$ cat config.mk
export PLATFORM = sky130hd
export DESIGN_NAME = sdf_bitrev_reorder_buffer
export DESIGN_NICKNAME = d
export VERILOG_FILES = /design/src/rtl/sdf_fft_pkg.sv /design/src/rtl/sdf_pingpong_ram.sv /design/src/rtl/sdf_bitrev_reorder_buffer.sv
export SDC_FILE = /design/constraint.sdc
export NUM_CORES = 2
export LEC_CHECK = 0
export ABC_CLOCK_PERIOD_IN_PS = 3300
export CAP_MARGIN = 0
export CORE_MARGIN = 8
export CORE_UTILIZATION = 38
export DETAILED_ROUTE_END_ITERATION = 8
export GPL_ROUTABILITY_DRIVEN = 0
export MAX_ROUTING_LAYER = met4
export PLACE_DENSITY = 0.61
export REMOVE_ABC_BUFFERS = 1
export SLEW_MARGIN = 10
export SYNTH_ARGS = -nofsm -noshare
export SYNTH_HDL_FRONTEND = slang
export SYNTH_SLANG_ARGS = --single-unit
$ cat constraint.sdc
create_clock -name clk -period 3.3 [get_ports clk]
set_clock_uncertainty 0.15 [all_clocks]
set_input_delay 0.33 -clock clk [delete_from_list [all_inputs] [get_ports clk]]
set_output_delay 0.33 -clock clk [all_outputs]
set_load 0.01 [all_outputs]
$ cat src/rtl/sdf_fft_pkg.sv
// Shared constants and helpers for the SDF FFT pipeline: default frame size,
// sample width and the bit-reversal used to map stage output order to natural order.
package sdf_fft_pkg;

  localparam int NFFT_DEF   = 64;
  localparam int DATA_W_DEF = 16;
  localparam int LOG2N      = $clog2(NFFT_DEF);

  function automatic logic [LOG2N-1:0] bitrev(input logic [LOG2N-1:0] idx);
    logic [LOG2N-1:0] r;
    r = '0;
    for (int i = 0; i < LOG2N; i++) begin
      r[i] = idx[LOG2N-1-i];
    end
    return r;
  endfunction

endpackage

$ cat src/rtl/sdf_pingpong_ram.sv
// Two-bank frame store: one synchronous write port and one asynchronous read port,
// each selecting its own bank so one frame can fill while the other drains.
module sdf_pingpong_ram #(
  parameter int NFFT  = 64,
  parameter int WIDTH = 32,
  localparam int AW   = $clog2(NFFT)
) (
  input  logic             clk,
  input  logic             wr_en,
  input  logic             wr_bank,
  input  logic [AW-1:0]    wr_addr,
  input  logic [WIDTH-1:0] wr_data,
  input  logic             rd_bank,
  input  logic [AW-1:0]    rd_addr,
  output logic [WIDTH-1:0] rd_data
);

  // Storage is intentionally not reset; contents are don't-care until written.
  logic [WIDTH-1:0] mem [2*NFFT];

  always_ff @(posedge clk) begin
    if (wr_en) begin
      mem[{wr_bank, wr_addr}] <= wr_data;
    end
  end

  assign rd_data = mem[{rd_bank, rd_addr}];

endmodule

$ cat src/rtl/sdf_bitrev_reorder_buffer.sv
// Collects each bit-reversed frame from the last SDF stage and re-emits it in natural
// order through a registered valid/ready output, ping-ponging between two banks.
module sdf_bitrev_reorder_buffer
  import sdf_fft_pkg::*;
#(
  parameter int NFFT   = NFFT_DEF,
  parameter int DATA_W = DATA_W_DEF
) (
  input  logic              clk,
  input  logic              rst,
  input  logic              in_valid,
  output logic              in_ready,
  input  logic [DATA_W-1:0] in_re,
  input  logic [DATA_W-1:0] in_im,
  output logic              out_valid,
  input  logic              out_ready,
  output logic [DATA_W-1:0] out_re,
  output logic [DATA_W-1:0] out_im,
  output logic              out_last
);

  localparam int CNT_W = $clog2(NFFT);

  if (NFFT < 4 || (NFFT & (NFFT - 1)) != 0) begin : g_bad_nfft
    $error("sdf_bitrev_reorder_buffer: NFFT must be a power of two and at least 4");
  end

  logic [CNT_W-1:0]    wr_cnt;
  logic [CNT_W-1:0]    rd_cnt;
  logic [CNT_W-1:0]    wr_addr;
  logic                wr_bank;
  logic                rd_bank;
  logic [1:0]          bank_full;
  logic [1:0]          bank_full_nxt;
  logic                wr_fire;
  logic                wr_wrap;
  logic                rd_load;
  logic                rd_wrap;
  logic [2*DATA_W-1:0] rd_data;

  // Bit-reverse the write counter locally so any power-of-two NFFT works.
  always_comb begin
    wr_addr = '0;
    for (int i = 0; i < CNT_W; i++) begin
      wr_addr[i] = wr_cnt[CNT_W-1-i];
    end
  end

  assign in_ready = !bank_full[wr_bank];
  assign wr_fire  = in_valid && in_ready;
  assign wr_wrap  = wr_fire && (wr_cnt == CNT_W'(NFFT - 1));
  assign rd_load  = bank_full[rd_bank] && (!out_valid || out_ready);
  assign rd_wrap  = rd_load && (rd_cnt == CNT_W'(NFFT - 1));

  // Writer and reader always work on different banks, so set and clear never collide.
  always_comb begin
    bank_full_nxt = bank_full;
    if (wr_wrap) begin
      bank_full_nxt[wr_bank] = 1'b1;
    end
    if (rd_wrap) begin
      bank_full_nxt[rd_bank] = 1'b0;
    end
  end

  sdf_pingpong_ram #(
    .NFFT  (NFFT),
    .WIDTH (2 * DATA_W)
  ) u_ram (
    .clk     (clk),
    .wr_en   (wr_fire),
    .wr_bank (wr_bank),
    .wr_addr (wr_addr),
    .wr_data ({in_re, in_im}),
    .rd_bank (rd_bank),
    .rd_addr (rd_cnt),
    .rd_data (rd_data)
  );

  always_ff @(posedge clk or posedge rst) begin
    if (rst) begin
      wr_cnt    <= '0;
      rd_cnt    <= '0;
      wr_bank   <= 1'b0;
      rd_bank   <= 1'b0;
      bank_full <= 2'b00;
    end else begin
      bank_full <= bank_full_nxt;
      if (wr_fire) begin
        wr_cnt <= wr_cnt + CNT_W'(1);
        if (wr_wrap) begin
          wr_bank <= ~wr_bank;
        end
      end
      if (rd_load) begin
        rd_cnt <= rd_cnt + CNT_W'(1);
        if (rd_wrap) begin
          rd_bank <= ~rd_bank;
        end
      end
    end
  end

  // Output register: reloads on every accepted beat, holds data when idle or stalled.
  always_ff @(posedge clk or posedge rst) begin
    if (rst) begin
      out_valid <= 1'b0;
      out_re    <= '0;
      out_im    <= '0;
      out_last  <= 1'b0;
    end else if (rd_load) begin
      out_valid <= 1'b1;
      out_re    <= rd_data[2*DATA_W-1:DATA_W];
      out_im    <= rd_data[DATA_W-1:0];
      out_last  <= (rd_cnt == CNT_W'(NFFT - 1));
    end else if (out_valid && out_ready) begin
      out_valid <= 1'b0;
      out_last  <= 1'b0;
    end
  end

endmodule

==> results.txt <==
- By area, the combinational part of the netlist is dominated by multiplexers.
- The run finished, with violations left.
- Portion of netlist area occupied by mux cells: between 10% and 20%
- For the worst setup path, the data required time is 4.05 ns.
- Total power for the finished layout comes to ~130 mW.
* Top cells by area in the synthesized netlist: edfxtp_1 77%, mux4_2 10%, mux2i_1 4.3%
- Max Fclk: 297 MHz
- The core region is roughly 0.42 mm^2.
- Number of placed I/O pins: 71
- Across all setup checks in the final design, the least slack found is -0.0644 ns.
- Compared with the post-synthesis result, the final layout area differs by 20.0%.
- Number of vias after detailed routing: 84000
- Share of synthesized area occupied by flip-flops and latches: 77.8%
- The total count of max-transition violations in the final report came to 0.
- TritonCTS built the clock tree.
- During synthesis, Yosys emitted a total of 0 warnings.
- Count of endpoints failing hold in the final timing report: 0
- Synth async-reset ratio: 1.21%
- Distinct cell type count of the synthesized netlist: 72
- Number of buffers created by CTS: about 410
- Effective utilization at floorplan: between 30% and 40%
* Unrepaired setup endpoints after global routing: true
- The floorplan has 238 rows.
- The share of total power dissipated in sequential elements is around 47%.
* Die H: 664 um
* Internal portion of total power: roughly 95 mW
* Initial antenna violation count: 31
- STA classifies the critical path startpoint as a flip-flop.
- For this design the static power due to leakage is 58.8 nW.
* Post-route setup TNS: -0.0644 ns
- Across the VDD grid, the largest voltage drop is 477 uV.
- In this run the cell area of the synthesized design comes to 0.160 mm^2.
- Summing the areas of all and, or, nand and nor instances in the mapped netlist gives 1.42% of the synthesized area.
* HPWL Detailed: ~310 mm
- Of the total synthesized cell area, the portion taken by XOR and XNOR cells is less than 1%.
- Clock-pin slew reported for the worst setup and hold paths after clock tree synthesis: 0.06 ns
- Share of post-route cells with drive strength above 1: 29.6%
- Of the available clock period, the critical path in the final layout requires 102%.
- Total global routing overflow: 0
- Final wirelength: ~490 mm
* H-tree lvl count: 5
- The first global-routing pass estimated approximately 670 mm of wire.
- The die covers approximately 0.44 mm^2.
* Critical path peak fanout: 15
- Combinational logic burns between 15 and 20% of the power.
* Number of enable flip-flop cells after synthesis: roughly 4100
- In the routed design, unresolved DRC markers number 0.
- Setup violations remaining at the end of the flow were counted as 1.
- Number of maximum-capacitance constraint violations: 0
- In the synthesized netlist the dominant register cell turns out to be edfxtp_1.
- In this run the clock root is driven by a clkbuf_16.
- Global routing usage summed across all routing layers: approximately 22%
* Post-DR vias/cell: between 5 and 6
- Hold/Removal Path Class: input pin to flip-flop
- Die width: about 660 um
- In this run, the clock network consumes 36.0% of the power.
* First-pass iteration count of the detailed router: 6
* DR WL/cell: between 30 and 40 um
* Via count of the first global-routing pass: about 83000
* Violated checks: negative setup slack
- Of the total power, the share spent switching nets is 26.2%.
* Type of the worst setup path: flip-flop to flip-flop
* Pwr Density: 672 mW/mm^2
* Max_slew headroom: roughly 16%
- Cells after synthesis: between 7000 and 8000
- # nets final: 8502
- Clock sink count: a little over 4000
* Top-count cell post-synth: edfxtp_1
- Data on the critical path arrives at its endpoint at 4.12 ns.
- Pin count of the biggest net entering global routing: between 100 and 150
- First DRT Iteration DRCs: 12300
- After layout, the minimum clock period comes to 3.36 ns.
- In this run the remaining antenna-violating nets after routing total 0.
- Synth Area in Adders: 0.0157%
- Smallest hold slack: between 0.1 and 0.15 ns
* Area share of the largest cell type after synthesis: 77.1%
- Largest area contributor in the netlist: edfxtp_1
- Slew @ Worst Pin: 1.26 ns
- For the worst-skew pair, the clock arrives at the later sink with an insertion delay of 0.99 ns.
* Count of buffers inserted at the top-level ports: 70
- STA classifies the critical path endpoint as a flip-flop.
- Cells fill 45.7% of the core in the end.
- Number of register bits inferred by synthesis: around 4100
- Avg Cell Area, Syn: roughly 22 um^2
- For this design the total switching power over the nets is 33.7 mW.
- Complex-gate fraction of the synthesized area: between 3 and 4%
- Counting instances in the post-synthesis netlist gives the leading cell types as 4096 x edfxtp_1, 740 x mux4_2, 688 x mux2i_1, 211 x a22oi_1, 192 x nor2_1.
- The clock passes through at most 4 buffers.
==> metrics by stage <==
stage | worst slack [ns] | std cells | area (um^2)
after floorplan | -37.69 | 6953 | 157000
after global placement | -0.939 | 13500 | 177000
after detailed placement | -0.402 | 13500 | 177000
after CTS | -0.102 | 14300 | 191000
after global routing | -0.0312 | 14300 | 192000
final | -0.0644 | 14300 | 192000
==> layout by cell type (no fill, tap or decap), types with 102 or more instances in the layout <==
cell type and n:
mux2i_1 683, a22oi_1 207, nand2_1 123, clkbuf_16 420, buf_4 641, a21oi_1 130
o22ai_1 102, edfxtp_1 4096, buf_12 341, nor2_4 131, mux4_2 740
==> worst paths after layout <==
check	cells after the start	to	slack [ns]	startpoint
min in group asynchronous	3	out_valid	0.24	rst
max in group asynchronous	4	rd_cnt[0]	1.71	rst
setup / recovery	9	out_re[13]	-0.06	rd_cnt[3]
hold / removal	2	u_ram.mem[111][16]	0.11	in_re[0]
setup reg to reg	9	out_re[13]	-0.06	rd_cnt[3]
hold reg to reg	2	out_last	0.33	out_last
==> layer usage <==
layer | vias up | wire (um) | track usage [%]
li1 | 33400 | - | -
met1 | 45100 | 187000 | 28.4
met2 | 4617 | 232000 | 34.4
met3 | 948 | 44200 | 3.66
met4 | 0 | 28400 | 10.4
met5 | - | 0 | -
==> kinds of logic after synthesis <==
| group | Yosys count |
|---|---|
| flops | 4146 |
| mux | 1480 |
| compound gates | 804 |
| simple gates | 501 |
| buf+inv | 444 |
| xor+xnor | 12 |
| fa+ha+maj | 2 |
==> final cells by class <==
cell class	instances	area [um^2]
clock inverters	267	2690
multi-input cells	2799	33700
well taps	5520	6910
inverters	8	35.0
diodes	13	32.5
clock buffers	492	10700
repair buffers	1098	13300
flip-flops and latches	4146	124000
fillers	34500	228000
==> worst max-delay path: stages (launching register included) <==
cell and delay (ns):
dfrtp_4 0.60, buf_12 0.22, nor2_4 0.51, buf_12 0.28, buf_4 0.19, a22oi_1 0.12
a221oi_1 0.73, buf_4 0.26, nor3_1 0.05, nor3_1 0.12
==> registers in the layout, indices dropped and copies added, names as in the netlist <==
register and flops:
out_valid 1, out_im 16, wr_bank 1, out_re 16, wr_cnt 6, rd_bank 1
u_ram.mem 4096, out_last 1, rd_cnt 6, bank_full 2
==> power groups by stage <==
stage	combinational, mW	clock [mW]	sequential, mW
6_report	22.5	46.4	59.9
4_1_cts	22.0	46.9	59.8
3_3_place_gp	21.5	0	60.9
3_5_place_dp	21.7	0	60.9
5_1_grt	23.4	48.8	59.8
2_1_floorplan	7.53	0	61.0
==> timing repair <==
| item | 4_1_cts | 5_1_grt |
|---|---|---|
| hold buffers | 34 | 0 |
| hold endpoints to repair | 2212 | 0 |
| pin swaps | 0 | 3 |
| buffers inserted | 1 | 15 |
| setup endpoints to repair | 26 | 27 |
| cloned | 3 | 7 |
| gates resized for setup | 52 | 61 |
No activity file was read; power rests on OpenSTA's default activity.
